File: config.mk
export PLATFORM = sky130hd
export DESIGN_NAME = onefour_demux
export DESIGN_NICKNAME = d
export VERILOG_FILES = /design/src/rtl/onefour_demux.sv
export SDC_FILE = /design/constraint.sdc
export NUM_CORES = 1
export LEC_CHECK = 0
export ABC_AREA = 1
export CORE_MARGIN = 2
export CORE_UTILIZATION = 40
export CTS_CLUSTER_SIZE = 24
export DETAILED_ROUTE_END_ITERATION = 6
export HOLD_SLACK_MARGIN = 0.02
export PLACE_DENSITY = 0.69
export SYNTH_ARGS = -nofsm -noshare
export SYNTH_HDL_FRONTEND = slang
export SYNTH_SLANG_ARGS = --single-unit
File: constraint.sdc
create_clock -name clk -period 3.7 [get_ports clk]
set_input_delay 0.74 -clock clk [delete_from_list [all_inputs] [get_ports clk]]
set_output_delay 0.74 -clock clk [all_outputs]
set_load 0.01 [all_outputs]
File: src/rtl/onefour_demux.sv
// Registered 1-to-4 demultiplexer: routes din into a one-entry holding register on port sel.
// Latency 1 cycle from accept edge to y[sel]/v[sel]; per-port delivered-word counters wrap.
// Backpressure: in_ready = port[sel] empty or draining this cycle; held words never overwritten.
module onefour_demux #(
  parameter int WIDTH = 16,
  parameter int CNTW  = 8
) (
  input  logic             clk,
  input  logic             rst,
  input  logic [WIDTH-1:0] din,
  input  logic [1:0]       sel,
  input  logic             in_valid,
  output logic             in_ready,
  output logic [WIDTH-1:0] y0,
  output logic [WIDTH-1:0] y1,
  output logic [WIDTH-1:0] y2,
  output logic [WIDTH-1:0] y3,
  output logic             v0,
  output logic             v1,
  output logic             v2,
  output logic             v3,
  input  logic             r0,
  input  logic             r1,
  input  logic             r2,
  input  logic             r3,
  output logic [CNTW-1:0]  cnt0,
  output logic [CNTW-1:0]  cnt1,
  output logic [CNTW-1:0]  cnt2,
  output logic [CNTW-1:0]  cnt3
);

  logic [WIDTH-1:0] r_y   [4];
  logic [3:0]       r_v;
  logic [CNTW-1:0]  r_cnt [4];

  logic [3:0] w_rdy;
  logic [3:0] w_free;
  logic [3:0] w_load;
  logic [3:0] w_deliv;
  logic       w_acc;

  assign w_rdy = {r3, r2, r1, r0};

  // Port status and accept/deliver strobes; in_ready never looks at in_valid or din
  always_comb begin
    w_free   = ~r_v | w_rdy;
    w_deliv  = r_v & w_rdy;
    in_ready = w_free[sel];
    w_acc    = in_valid & in_ready;
    w_load   = '0;
    w_load[sel] = w_acc;
  end

  // Holding registers, valid flags and delivery counters; a load wins over a drain on the same edge
  always_ff @(posedge clk or posedge rst) begin
    if (rst) begin
      r_v <= '0;
      for (int i = 0; i < 4; i++) begin
        r_y[i]   <= '0;
        r_cnt[i] <= '0;
      end
    end else begin
      for (int i = 0; i < 4; i++) begin
        if (w_deliv[i]) begin
          r_cnt[i] <= r_cnt[i] + CNTW'(1);
        end
        if (w_load[i]) begin
          r_y[i] <= din;
          r_v[i] <= 1'b1;
        end else if (w_deliv[i]) begin
          r_v[i] <= 1'b0;
        end
      end
    end
  end

  assign y0 = r_y[0];
  assign y1 = r_y[1];
  assign y2 = r_y[2];
  assign y3 = r_y[3];

  assign v0 = r_v[0];
  assign v1 = r_v[1];
  assign v2 = r_v[2];
  assign v3 = r_v[3];

  assign cnt0 = r_cnt[0];
  assign cnt1 = r_cnt[1];
  assign cnt2 = r_cnt[2];
  assign cnt3 = r_cnt[3];

endmodule
==> metrics.txt, run 1 <==
status finished, final reports clean; post-route cell area 5871 um2; synth warn 0; count leader, synth nand2_1; IO Port Bufs 125; GRT busiest layer met2; Reg clk slew, reported paths about 0.10 ns; Worst-Skew Late Latency 0.36 ns; largest net degree at the start of global routing 69; post-synthesis sequential area ratio 0.5807; mux cell area share after synthesis 0.01045; DR vias/cell roughly 5; core area 10370 um2; Yosys top cell area share 0.5807; total global-route track usage 0.1943; CTS Buf Count 9; Slew headroom 0.3784; initial core utilization 0.4155; setup TNS 0 ns; final net count 599; WL per Instance roughly 15 um; CP Max Fanout 4; Die Area 11620 um2; Final Max Slew Viols 0; Tcrit/Tclk final 0.8162; synthesized flop and latch total 100; met2 Use GR 0.3041; total placed cells including tap cells 695; Root Driver clkbuf_8; Post-Synth Simple-Gate Area 0.2848; Multi-input gate area 1553 um2; area leader, netlist dfrtp_1; Post-Synth XOR/XNOR Area 0.04878; P_leak 2.792 nW; CTS sink count 100; CTS tree done; DRT antenna net count 0; Peak supply drop 0.2214 mV; Main synth FF type dfrtp_1; # DRC 0; final core utilization 0.5661; critical path's slowest cell clkdlybuf4s50_1; Synth Area in Compound Gates 0.004646; Post-Syn Instances 450; Hold-fix buffers, CTS 0; clock buffer depth 2; power share of the combinational group 0.305; Synth Net Count between 400 and 500; top cells by count, synth nand2_1, dfrtp_1, nand4_1; CP arrival between 2 and 2.5 ns; cells along the critical path clkdlybuf4s50_1 -> inv_1 -> nor2_4 -> nand2_1 -> nand2_1 -> nor2_4 -> clkdlybuf4s50_1; antenna cells 0; sequential cell area ~2500 um2; Unique masters post-synth 21; Total Wirelength 10.80 mm; Req. time, crit path between 2 and 3 ns; # IOs between 100 and 150; final setup vio count 0; worst-margin pin slew 0.9324 ns; total grt overflow 0; initial antenna violation count 0; Global Route met1 Usage 0.2711; area grow syn2layout 36.24%; sequential power share 0.460; Die X 107.8 um; hold slack 0.4768 ns; # H-tree levels 3; Slowest Stage Delay on Critical Path 0.60 ns; Pint 0.002291 W; Max Cap Viol 0; vias in the first global route 3504; most area-consuming cells after synthesis dfrtp_1, nand2_1, nand4_1; Crit path buffers/inverters 3; share of layout cells above drive strength 1 0.06609; Top delay family on crit path buffers and inverters; die span in y ~110 um; Vias 3569; HP Class reg -> reg; switching share of power 0.3153; Syn Area/Cell 9.576 um2; Post-Layout Cell Count 711; Synth Area in Adders 0.01161; row cnt 37; clock power share 0.235; CP Capture Type output pin; count of flip-flops with a built-in enable after synthesis 0; Final HPWL DP 7.612 mm; critical path class in -> out; M3 GR Usage 0.04661; Detailed Routing Iterations Pass 1 5; fmax 0.3311 GHz; RSZ-0062 raised after global routing no; fraction of registers with async set/reset 1.000; fillers 929; postcts setup bufs 0; Resize count post-CTS 0; critical path startpoint category input pin; pwr dens 570.0 nW/um2; clock skew 0.01245 ns; Post-Synthesis Cell Area 4309 um2; Final Hold Fails 0; first-pass GRT wire length 17.68 mm; DRT iter0 DRCs 188; Placed Area between 5000 and 6000 um2; routability cong. between 0.8 and 0.9; main combinational cell family by area after synthesis simple AND/OR/NAND/NOR gates; switching pwr 0.001055 W; Final Critical Period 3.020 ns
==> final timing paths <==
kind	from	endpoint	slack (ns)	cells past startpoint
max	sel[0]	in_ready	0.68	7
min	y2[10]$_DFFE_PP0P_	y2[10]$_DFFE_PP0P_	0.48	2
max reg2reg	r_v[0]$_DFFE_PP0P_	y1[7]$_DFFE_PP0P_	1.50	9
min reg2reg	y2[10]$_DFFE_PP0P_	y2[10]$_DFFE_PP0P_	0.48	2
max in group asynchronous	rst	y1[2]$_DFFE_PP0P_	2.12	3
min in group asynchronous	rst	cnt0[2]$_DFFE_PP0P_	0.87	2
==> sequential cells by signal (all words and copies together), names as in the netlist <==
name / cells
r_v: 4
y1: 16
cnt2: 8
y2: 16
y0: 16
cnt1: 8
cnt0: 8
cnt3: 8
y3: 16
==> layout make-up <==
cell class              instances  area share
multi-input cells             299      0.2645
clock inverters                 7     0.01748
flip-flops and latches        100      0.4263
well taps                     136     0.02899
inverters                      28     0.01833
repair buffers                132      0.2234
clock buffers                   9     0.02110
==> power groups by stage <==
stage,sequential [W],clock (W),combinational [W]
global route,0.00157,0.000851,0.00112
CTS,0.00154,0.000807,0.00104
global placement,0.00155,0,0.00101
floorplan,0.00164,0,0.000317
finish,0.00154,0.000788,0.00102
detailed placement,0.00156,0,0.00103
==> cell families (layout without fill, tap and decap cells) <==
group | count (synthesis) | in the layout
AND/OR/NAND/NOR | 263 | 263
flip-flops | 100 | 100
multiplexers | 4 | 4
XOR/XNOR | 24 | 24
AO/OA/AOI/OAI | 4 | 4
buffers and inverters | 51 | 176
adder cells (fa/ha/maj) | 4 | 4
==> cell usage in the layout, fill, tap and decap left out, drive strengths merged, types with 8 or more instances in the layout <==
cell type | synthesis | final
clkdlybuf4s50 | 0 | 124
xor2 | 16 | 16
dfrtp | 100 | 100
clkbuf | 6 | 9
buf | 17 | 8
inv | 28 | 32
nand3 | 16 | 16
xnor2 | 8 | 8
nand4 | 68 | 68
nand2 | 155 | 155
nor2 | 20 | 20
==> metal layers <==
layer  vias to the layer above  wire, um
met2                       127      5052
met3                         9       782
li1                       1723         -
met1                      1710      4842
met5                         -         0
met4                         0       119
==> metrics by stage <==
stage               setup slack, ns  total power (W)
floorplan                    0.3412         0.001956
global placement             0.6599         0.002560
detailed placement           0.6091         0.002590
CTS                          0.6642         0.003384
global route                 0.5489         0.003548
finish                       0.6800         0.003346
==> tightest hold or removal path, delay by kind of cell (launching register included) <==
kind | cells | cell delay (ns)
AND/OR/NAND/NOR | 2 | 0.10
flip-flops | 1 | 0.35
Note: power is estimated with default switching activity, not from simulation.
==> run 2: changes to the inputs <==
- PLACE_DENSITY: 0.69 -> 0.72
- clock period: 3.7 -> 2.6 ns (I/O delays scaled with it)
==> run 2 against run 1 <==
Compared with the run above:
- total power grew 42%
- die area did not move
- cell count increased by 1.3%
- cell area is 1.4% higher
- worst setup slack lost 0.54 ns
- hold slack got worse by 0.00097 ns
- sequential power rose by 42%
- critical path depth shrank 1
- clock power grew 38%
- first-iteration DRC count increased by 14%
- critical path type unchanged
- clock-buffer cell count up 1
==> metrics.txt, run 2 (synthesis gave the netlist of run 1 again) <==
fmax roughly 0.41 GHz; Top delay family on crit path buffers and inverters (unchanged); # H-tree levels 3 (unchanged); CTS sink count 100 (unchanged); first-pass GRT wire length 18.17 mm (was 17.68 mm); Crit path buffers/inverters 2 (was 3); cells along the critical path clkdlybuf4s50_1 -> nor2_1 -> nand2_1 -> nand2_1 -> nor2_4 -> clkdlybuf4s50_1 (was clkdlybuf4s50_1 -> inv_1 -> nor2_4 -> nand2_1 -> nand2_1 -> nor2_4 -> clkdlybuf4s50_1); final setup vio count 0 (unchanged); Reg clk slew, reported paths 0.09 ns (was 0.10 ns); Max Cap Viol 0 (unchanged); initial core utilization 0.4155 (unchanged); area grow syn2layout 38.10% (was 36.24%); critical path's slowest cell clkdlybuf4s50_1 (unchanged); worst-margin pin slew 0.6672 ns (was 0.9324 ns); pwr dens 799.0 nW/um2 (was 570.0 nW/um2); total chip power 0.004755 W (was 0.003346 W); CP Max Fanout 3 (was 4); Die X 107.8 um (unchanged); most frequent cells in the layout nand2_1, clkdlybuf4s50_1, dfrtp_1 (unchanged); Vias 3643 (was 3569); Root Driver clkbuf_8 (unchanged); status finished, final reports clean (unchanged); share of layout cells above drive strength 1 0.07877 (was 0.06609); most common cell after layout, fill and taps aside nand2_1 (unchanged); P_leak 2.847 nW (was 2.792 nW); vias in the first global route 3581 (was 3504); Reg2Reg Setup Slack 0.75 ns (was 1.50 ns); Detailed Routing Iterations Pass 1 4 (was 5); total grt overflow 0 (unchanged); total global-route track usage 0.2018 (was 0.1943); DR vias/cell 5.060 (was 5.020); die span in y 107.8 um (unchanged); CTS tree done (unchanged); Die Area 11620 um2 (unchanged); DRT iter0 DRCs 215 (was 188); DRT antenna net count 0 (unchanged); core area 10370 um2 (unchanged); CTS Buf Count 9 (unchanged); RSZ-0062 raised after global routing no (unchanged); FF-to-FF End y3[1]$_DFFE_PP0P_ (was y1[7]$_DFFE_PP0P_); Peak supply drop 0.3530 mV (was 0.2214 mV); Tcrit/Tclk final 0.9468; clock buffer depth 2 (unchanged); largest net degree at the start of global routing 52 (was 69); Req. time, crit path 2.08 ns (was 2.96 ns); antenna cells 0 (unchanged); Hold-fix buffers, CTS 0 (unchanged); # DRC 0 (unchanged); Slowest Stage Delay on Critical Path 0.47 ns (was 0.60 ns); worst hold endpoint y1[4]$_DFFE_PP0P_ (was y2[10]$_DFFE_PP0P_); worst reg2reg path depth 9 (unchanged); setup TNS 0 ns (unchanged); Final HPWL DP 8.160 mm (was 7.612 mm); CP Capture Type output pin (unchanged); Worst-Skew Late Latency 0.37 ns (was 0.36 ns); Final Hold Fails 0 (unchanged); Final Critical Period about 2.5 ns; Slew headroom 0.5543 (was 0.3784); initial antenna violation count 0 (unchanged); Hold Path Origin y1[4]$_DFFE_PP0P_ (was y2[10]$_DFFE_PP0P_); IO Port Bufs 125 (unchanged); row cnt 37 (unchanged); CP arrival 1.94 ns (was 2.28 ns); HP Class reg -> reg (unchanged); critical path startpoint category input pin (unchanged); final net count 609 (was 599); routability cong. 0.9134 (was 0.8238); hold path depth 2 (unchanged); Final Max Slew Viols 0 (unchanged); WL per Instance 15.56 um (was 15.18 um); critical path class in -> out (unchanged); clock skew 0.02088 ns (was 0.01245 ns); FF-to-FF Start r_v[1]$_DFFE_PP0P_ (was r_v[0]$_DFFE_PP0P_); # IOs 126 (unchanged); Total Wirelength 11.21 mm (was 10.80 mm)
## run 2: changes by cell type in the layout (fill, tap and decap cells not counted), sizes merged
cell,previous run,this run
clkdlybuf4s50,124,122
buf,8,18
clkbuf,9,10
clkinvlp,1,2
inv,32,29
dlymetal6s2s,0,2
## run 2: layer usage
| metal | track usage | wire [um] | part of all wire |
|---|---|---|---|
| met1 | 0.2700 | 4791 | 0.43 |
| met2 | 0.3145 | 5346 | 0.48 |
| met3 | 0.06598 | 927 | 0.083 |
| met4 | 0.05678 | 140 | 0.012 |
| met5 | 0 | 0 | 0 |
## run 2: through the flow
stage / hold WS (ns) / cells / instance area [um2] / setup slack, ns / utilization
after floorplan: 0.5071 / 450 / 4313 / 0.8889 / -
after global placement: 0.4548 / 705 / 5733 / 0.07528 / 0.5528
after detailed placement: 0.4583 / 705 / 5733 / 0.08598 / 0.5528
after CTS: 0.4804 / 720 / 5946 / 0.07650 / 0.5734
after global routing: 0.4987 / 720 / 5951 / 0.05663 / 0.5738
final: 0.4758 / 720 / 5951 / 0.1384 / 0.5738
## run 2: cell type report
type	instances	area, um2
Multi-Input combinational cell	299	1553
Inverter	28	108.9
Tap cell	136	170.2
Clock inverter	5	85.08
Clock buffer	10	127.6
Timing Repair Buffer	142	1404
Fill cell	928	4419
Sequential cell	100	2502
## run 2: worst max path at each step
stage	end	from	cells past startpoint
global placement	in_ready	sel[0]	7
global route	in_ready	r3	6
CTS	in_ready	sel[0]	7
floorplan	cnt0[0]$_DFFE_PP0P_	rst	1
detailed placement	in_ready	sel[0]	7
finish	in_ready	r2	6
## run 2: where the power goes
part | switching (W) | internal [W] | leakage, nW
clock | 0.000543 | 0.000545 | 0.103
combinational | 0.000655 | 0.000822 | 1.50
sequential | 0.000294 | 0.00189 | 1.25
total | 0.00149 | 0.00326 | 2.85
## run 2: what timing repair did
item	in CTS	in global routing
resized for setup	0	2
buffers inserted	0	0
setup endpoints to repair	0	1
## run 2: worst register-to-register path, delay by kind of cell (launching register included)
family	cells	cell delay, ns
DFF	1	0.42
buffers and inverters	3	0.85
and+or+nand+nor	6	0.53
